## src/rtl/io_map_pkg.sv

```systemverilog
// rtl/io_map_pkg.sv - register map, status bit positions and address decode for io_bank
package io_map_pkg;

  // Byte offsets within the 0x80000000-0x800000FF window
  localparam logic [7:0] OFF_GPIO_OUT   = 8'h00;
  localparam logic [7:0] OFF_GPIO_IN    = 8'h04;
  localparam logic [7:0] OFF_CYCLE      = 8'h08;
  localparam logic [7:0] OFF_TIMER_CMP  = 8'h0C;
  localparam logic [7:0] OFF_TIMER_STAT = 8'h10;
  localparam logic [7:0] OFF_TX_DATA    = 8'h14;
  localparam logic [7:0] OFF_TX_STAT    = 8'h18;

  // TIMER_STAT bit positions
  localparam int TSTAT_MATCH_BIT = 0;
  localparam int TSTAT_EN_BIT    = 1;
  localparam int TSTAT_OVF_BIT   = 2;

  // TX_STAT bit positions; count occupies TX_DEPTH_LOG+1 bits from COUNT_LSB
  localparam int TXSTAT_FULL_BIT  = 0;
  localparam int TXSTAT_EMPTY_BIT = 1;
  localparam int TXSTAT_COUNT_LSB = 2;

  typedef enum logic [2:0] {
    SEL_NONE,
    SEL_GPIO_OUT,
    SEL_GPIO_IN,
    SEL_CYCLE,
    SEL_TIMER_CMP,
    SEL_TIMER_STAT,
    SEL_TX_DATA,
    SEL_TX_STAT
  } reg_sel_e;

  // Word index (addr[7:2]) to register select; anything unmapped is SEL_NONE
  function automatic reg_sel_e decode_word(input logic [5:0] word);
    reg_sel_e sel;
    case (word)
      OFF_GPIO_OUT[7:2]:   sel = SEL_GPIO_OUT;
      OFF_GPIO_IN[7:2]:    sel = SEL_GPIO_IN;
      OFF_CYCLE[7:2]:      sel = SEL_CYCLE;
      OFF_TIMER_CMP[7:2]:  sel = SEL_TIMER_CMP;
      OFF_TIMER_STAT[7:2]: sel = SEL_TIMER_STAT;
      OFF_TX_DATA[7:2]:    sel = SEL_TX_DATA;
      OFF_TX_STAT[7:2]:    sel = SEL_TX_STAT;
      default:             sel = SEL_NONE;
    endcase
    return sel;
  endfunction

endpackage

```

## src/rtl/io_tx_fifo.sv

```systemverilog
// rtl/io_tx_fifo.sv - byte-wide TX FIFO with occupancy count; storage is not reset
module io_tx_fifo #(
  parameter int TX_DEPTH     = 4,
  parameter int TX_DEPTH_LOG = 2
) (
  input  logic                    clk,
  input  logic                    resetb,
  input  logic                    push,
  input  logic [7:0]              push_data,
  input  logic                    pop,
  output logic [7:0]              head,
  output logic [TX_DEPTH_LOG:0]   count,
  output logic                    full,
  output logic                    empty
);

  localparam int CNT_W = TX_DEPTH_LOG + 1;

  logic [7:0]              mem_q [TX_DEPTH];
  logic [TX_DEPTH_LOG-1:0] wr_ptr_q, wr_ptr_d;
  logic [TX_DEPTH_LOG-1:0] rd_ptr_q, rd_ptr_d;
  logic [CNT_W-1:0]        count_q, count_d;

  // Pointers wrap naturally at TX_DEPTH since the depth is a power of two
  always_comb begin
    wr_ptr_d = wr_ptr_q;
    rd_ptr_d = rd_ptr_q;
    count_d  = count_q;
    if (push) wr_ptr_d = wr_ptr_q + TX_DEPTH_LOG'(1);
    if (pop)  rd_ptr_d = rd_ptr_q + TX_DEPTH_LOG'(1);
    case ({push, pop})
      2'b10:   count_d = count_q + CNT_W'(1);
      2'b01:   count_d = count_q - CNT_W'(1);
      default: count_d = count_q;
    endcase
  end

  // Pointer and count state; reset empties the queue
  always_ff @(posedge clk) begin
    if (!resetb) begin
      wr_ptr_q <= '0;
      rd_ptr_q <= '0;
      count_q  <= '0;
    end else begin
      wr_ptr_q <= wr_ptr_d;
      rd_ptr_q <= rd_ptr_d;
      count_q  <= count_d;
    end
  end

  // Storage write; a push coinciding with reset is discarded
  always_ff @(posedge clk) begin
    if (push && resetb) mem_q[wr_ptr_q] <= push_data;
  end

  assign head  = mem_q[rd_ptr_q];
  assign count = count_q;
  // Count never exceeds TX_DEPTH, so its MSB alone marks full
  assign full  = count_q[TX_DEPTH_LOG];
  assign empty = (count_q == '0);

endmodule

```

## src/rtl/io_bank.sv

```systemverilog
// rtl/io_bank.sv - memory-mapped GPIO, free-running cycle counter, compare timer and TX FIFO
module io_bank
  import io_map_pkg::*;
#(
  parameter int TX_DEPTH     = 4,
  parameter int TX_DEPTH_LOG = 2
) (
  input  logic        clk,
  input  logic        resetb,
  input  logic [7:0]  io_addr,
  input  logic        io_en,
  input  logic        io_we,
  input  logic [31:0] io_data_write,
  output logic [31:0] io_data_read,
  input  logic [31:0] gpio_in,
  output logic [31:0] gpio_out,
  output logic [7:0]  tx_data,
  output logic        tx_valid,
  input  logic        tx_ready,
  output logic        timer_irq
);

  localparam int CNT_W = TX_DEPTH_LOG + 1;

  reg_sel_e sel;
  logic     acc_wr, acc_rd;

  logic [31:0] gpio_out_q, gpio_out_d;
  logic [31:0] sync1_q, sync2_q;
  logic [31:0] cycle_q;
  logic [31:0] cmp_q, cmp_d;
  logic        match_q, match_d;
  logic        en_q, en_d;
  logic        ovf_q, ovf_d;
  logic        irq_q;

  logic             tx_wr, match_set, ovf_set, stat_wr;
  logic             fifo_push, fifo_pop, fifo_full, fifo_empty;
  logic [7:0]       fifo_head;
  logic [CNT_W-1:0] fifo_count;

  // Byte lanes are pre-shifted upstream, so the low address bits carry nothing
  logic unused_addr;
  assign unused_addr = ^io_addr[1:0];

  assign sel    = decode_word(io_addr[7:2]);
  assign acc_wr = io_en & io_we;
  assign acc_rd = io_en & ~io_we;

  assign tx_wr     = acc_wr && (sel == SEL_TX_DATA);
  assign stat_wr   = acc_wr && (sel == SEL_TIMER_STAT);
  assign fifo_pop  = ~fifo_empty & tx_ready;
  // A full FIFO still takes the byte when the head leaves in the same cycle
  assign fifo_push = tx_wr & (~fifo_full | fifo_pop);
  assign ovf_set   = tx_wr & fifo_full & ~fifo_pop;
  // Compare against the registered CMP/EN so a same-cycle write does not affect it
  assign match_set = en_q && (cycle_q == cmp_q);

  io_tx_fifo #(
    .TX_DEPTH     (TX_DEPTH),
    .TX_DEPTH_LOG (TX_DEPTH_LOG)
  ) u_tx_fifo (
    .clk       (clk),
    .resetb    (resetb),
    .push      (fifo_push),
    .push_data (io_data_write[7:0]),
    .pop       (fifo_pop),
    .head      (fifo_head),
    .count     (fifo_count),
    .full      (fifo_full),
    .empty     (fifo_empty)
  );

  // Next-state for writable registers; sticky bits favour set over W1C clear
  always_comb begin
    gpio_out_d = gpio_out_q;
    cmp_d      = cmp_q;
    en_d       = en_q;
    if (acc_wr && sel == SEL_GPIO_OUT)  gpio_out_d = io_data_write;
    if (acc_wr && sel == SEL_TIMER_CMP) cmp_d      = io_data_write;
    if (stat_wr)                        en_d       = io_data_write[TSTAT_EN_BIT];
    match_d = match_set | (match_q & ~(stat_wr & io_data_write[TSTAT_MATCH_BIT]));
    ovf_d   = ovf_set   | (ovf_q   & ~(stat_wr & io_data_write[TSTAT_OVF_BIT]));
  end

  // Register state, input synchroniser and cycle counter
  always_ff @(posedge clk) begin
    if (!resetb) begin
      gpio_out_q <= '0;
      sync1_q    <= '0;
      sync2_q    <= '0;
      cycle_q    <= '0;
      cmp_q      <= '0;
      match_q    <= 1'b0;
      en_q       <= 1'b0;
      ovf_q      <= 1'b0;
      irq_q      <= 1'b0;
    end else begin
      gpio_out_q <= gpio_out_d;
      sync1_q    <= gpio_in;
      sync2_q    <= sync1_q;
      cycle_q    <= cycle_q + 32'd1;
      cmp_q      <= cmp_d;
      match_q    <= match_d;
      en_q       <= en_d;
      ovf_q      <= ovf_d;
      irq_q      <= match_q & en_q;
    end
  end

  // Side-effect-free read mux; idle, write and unmapped/write-only reads give 0
  always_comb begin
    io_data_read = '0;
    if (acc_rd) begin
      case (sel)
        SEL_GPIO_OUT:  io_data_read = gpio_out_q;
        SEL_GPIO_IN:   io_data_read = sync2_q;
        SEL_CYCLE:     io_data_read = cycle_q;
        SEL_TIMER_CMP: io_data_read = cmp_q;
        SEL_TIMER_STAT: begin
          io_data_read[TSTAT_MATCH_BIT] = match_q;
          io_data_read[TSTAT_EN_BIT]    = en_q;
          io_data_read[TSTAT_OVF_BIT]   = ovf_q;
        end
        SEL_TX_STAT: begin
          io_data_read[TXSTAT_FULL_BIT]              = fifo_full;
          io_data_read[TXSTAT_EMPTY_BIT]             = fifo_empty;
          io_data_read[TXSTAT_COUNT_LSB +: CNT_W]    = fifo_count;
        end
        default:       io_data_read = '0;
      endcase
    end
  end

  assign gpio_out  = gpio_out_q;
  assign tx_data   = fifo_head;
  assign tx_valid  = ~fifo_empty;
  assign timer_irq = irq_q;

endmodule

```

## config.mk

```make
export PLATFORM = sky130hd
export DESIGN_NAME = io_bank
export DESIGN_NICKNAME = d
export VERILOG_FILES = /design/src/rtl/io_map_pkg.sv /design/src/rtl/io_tx_fifo.sv /design/src/rtl/io_bank.sv
export SDC_FILE = /design/constraint.sdc
export NUM_CORES = 1
export LEC_CHECK = 0
export BUFFER_PORTS_ARGS = -buffer_cell sky130_fd_sc_hd__clkbuf_2
export CAP_MARGIN = 5
export CORE_ASPECT_RATIO = 1.2
export CORE_MARGIN = 1
export CORE_UTILIZATION = 25
export DETAILED_ROUTE_END_ITERATION = 16
export PLACE_DENSITY = 0.45
export SLEW_MARGIN = 10
export SYNTH_ARGS = -nofsm -noshare
export SYNTH_HDL_FRONTEND = slang
export SYNTH_SLANG_ARGS = --single-unit
```

## constraint.sdc

```tcl
create_clock -name clk -period 4.12 [get_ports clk]
set_clock_uncertainty 0.15 [all_clocks]
set_input_delay 0.412 -clock clk [delete_from_list [all_inputs] [get_ports clk]]
set_output_delay 0.412 -clock clk [all_outputs]
set_load 0.02 [all_outputs]
```

==> reports/metrics.cfg <==
[critical_path]
crit_arrival_ns=2.63
start_kind=primary input
crit_family=buffers and inverters
slowest_delay_ns=0.72
crit_chain=clkbuf_2 > or4_1 > nor2_2 > buf_4 > buf_4 > a22oi_1 > a21oi_1 > clkbuf_2
required_ns=3.56
cp_slowest_cell=or4_1
reg2reg_depth=7
cp-end-kind=output port
cp_max_fo=18
cp.depth=8
crit_type=primary input to output port
critPathBufInv=4

[clock_network]
clock_path_buffers=3
cts-root-buf=clkbuf_16
htreeDepth=1
clk_latency_ns=0.52
cts_hold_buf=61
cts_setup_buffers=0
cts_tree=built
numCtsBuffers=23
clkTransAtPathRegs_ns=0.06
ctsResizeCount=0
cts.sinks=205

[synth]
syn-num-nets=954
synth.distinct_cells=46
syn-instance-count=870
ys_ff_latch=205
ys_seq_area_share_pct=51.3
ys.flop_type=dfxtp_1
syn_area_sq_um=8630
synth.top_cell.area_share_pct=40.1
async_reset_ff_share_pct=0
synth_most_common_cell=dfxtp_1
yosysWarnings=0
synthXorXnorAreaFrac_pct=6.60
synth.mux.area_fraction_pct=3.58
synth_top_family_by_area=simple AND/OR/NAND/NOR gates
synthTopCellsByCount=173 x dfxtp_1, 144 x nand2_1, 98 x and2_1
synthSimpleGateAreaFrac_pct=20.6
yosys.area_share.adder_pct=1.10
syn_avg_cell_area_sq_um=9.92
synth.area.top_cells=dfxtp_1 40%, edfxtp_1 11%, and2_1 7.1%
synth_edf_count=32
synth_compound_area_share_pct=13.4
synth_top_area_cell=dfxtp_1

[hold_path]
min_path_type=primary input to flip-flop
hold_depth=1

[sta]
clock.fmax_mhz=314
max_slew_margin_pct=31.5
finalMaxSlewViolations=0
hold_ws_ns=0.0577
fin_crit_sh_pct=77.4
final_hold_viol_count=0
grt_setup_unrepaired=no
tightest_slew_ns=1.03
setup_viol=0
period_minus_slack_ns=3.19
fin_tns_setup_ns=0

[global_routing]
grt_pass1_vias=6603
grt-ovfl-total=0
grt_usage_pct=14.3
grt_start_max_net_pins=127
grt_pass1_wl_microns=38300
antenna_found_initial=1

[drt]
wire_per_inst_microns=16.5
final_antenna_net_count=0
drt-initial-drc-count=341
vias=6760
vias_per_cell=4.40
drt-total-wl_microns=25300
drc=0
drt_pass1_iterations=5

[die]
placementRows=74
dieHeight_microns=206
dieArea_sq_um=35300
io_pins=151
die_x_microns=172
core_area_sq_um=34000
start_util_pct=25.4

[placement]
io_buffers=148
gp_congestion=0.729
hpwl_microns=17700

[pwr]
irDropWorstVdd_mv=0.228
p_leak_nw=4.32
p_per_area_nw_per_um2=385

[layout]
final_nets=1147
num-fill-cells=3546
multi_input_area_sq_um=3920
area.growth.synth_to_final_pct=30.0
diodes=0
drive_above_1_share_pct=21.4
seqCellArea_sq_um=4420

[status]
status=completed

[job]
max_cap_violations=0

==> path summary, 6_finish.rpt <==
check | startpoint | to | slack [ns]
worst max register to register | cycle_q[0] | cycle_q[22] | 1.72
worst min-delay path | io_data_write[1] | u_tx_fifo.mem_q[2][1] | 0.06
worst min register to register | sync1_q[19] | sync2_q[19] | 0.28
worst max-delay path | io_addr[4] | io_data_read[31] | 0.93
==> sequential cells by signal, summed over array words and instances, names as in the netlist, named ones only <==
name,cells
cmp_q,32
cycle_q,32
en_q,1
gpio_out,32
match_q,1
ovf_q,1
sync1_q,32
sync2_q,32
timer_irq,1
u_tx_fifo.count,3
u_tx_fifo.mem_q,32
u_tx_fifo.rd_ptr_q,2
u_tx_fifo.wr_ptr_q,2
==> per-stage QoR <==
stage | cell area, sq um | setup WS [ns] | utilization [%] | power [mW] | cells
floorplan | 8630 | 1.41 | - | 2.19 | 870
global placement | 9850 | 0.836 | 29.0 | 2.27 | 1433
detailed placement | 9850 | 0.784 | 29.0 | 2.27 | 1433
CTS | 11200 | 0.910 | 33.0 | 4.41 | 1535
global route | 11200 | 0.810 | 33.0 | 4.48 | 1535
finish | 11200 | 0.932 | 33.0 | 4.32 | 1535
==> worst reg2reg max path, delay by kind of cell, from the launching register on <==
family / cells / cell delay [ns]
xor gates and xnor gates: 1 / 0.15
adders and majority gates: 1 / 0.28
buffers and inverters: 1 / 0.20
DFF: 1 / 0.50
and+or+nand+nor: 4 / 1.00
==> area by class of cell <==
| type | count | area share (%) |
|---|---|---|
| Inverter | 11 | 0.368 |
| Sequential cell | 205 | 39.4 |
| Tap cell | 456 | 5.09 |
| Multi-Input combinational cell | 593 | 34.9 |
| Timing Repair Buffer | 229 | 13.4 |
| Clock buffer | 35 | 6.25 |
| Clock inverter | 6 | 0.524 |
==> power by group <==
group	internal, mW	switching (mW)	leakage [nW]	total (mW)
logic	0.104	0.0853	2.25	0.189
registers	2.06	0.0153	1.70	2.08
clock network	1.23	0.823	0.380	2.05
==> cells in the final DEF, fill, tap and decap left out, types with 7 or more instances in the layout <==
cell type	n
nor4_2	7
a21oi_1	32
edfxtp_1	32
dfxtp_1	173
buf_4	21
mux4_2	11
xnor2_1	26
nor3_1	7
nor2_1	10
nand3_1	15
a22oi_1	56
xor2_1	39
clkbuf_2	147
a21boi_1	64
clkbuf_8	8
inv_1	11
nor2b_1	9
and3_1	12
nand4_1	9
nand2_1	144
clkbuf_16	23
and2_1	98
dlygate4sd3_1	61
==> layer usage <==
metal	share of wire, %	global-route usage [%]	vias up
li1	-	-	3369
met1	42	17.6	3200
met2	50	25.0	149
met3	4.8	2.39	40
met4	2.7	5.07	2
met5	0.063	0	-
==> cell families after synthesis <==
kind of cell / after synthesis
adders and majority gates: 7
and+or+nand+nor: 339
xor gates and xnor gates: 65
buffers and inverters: 72
muxes: 17
DFF: 205
AOI/OAI and AO/OA: 165
Note: power is estimated with default switching activity, not from simulation.
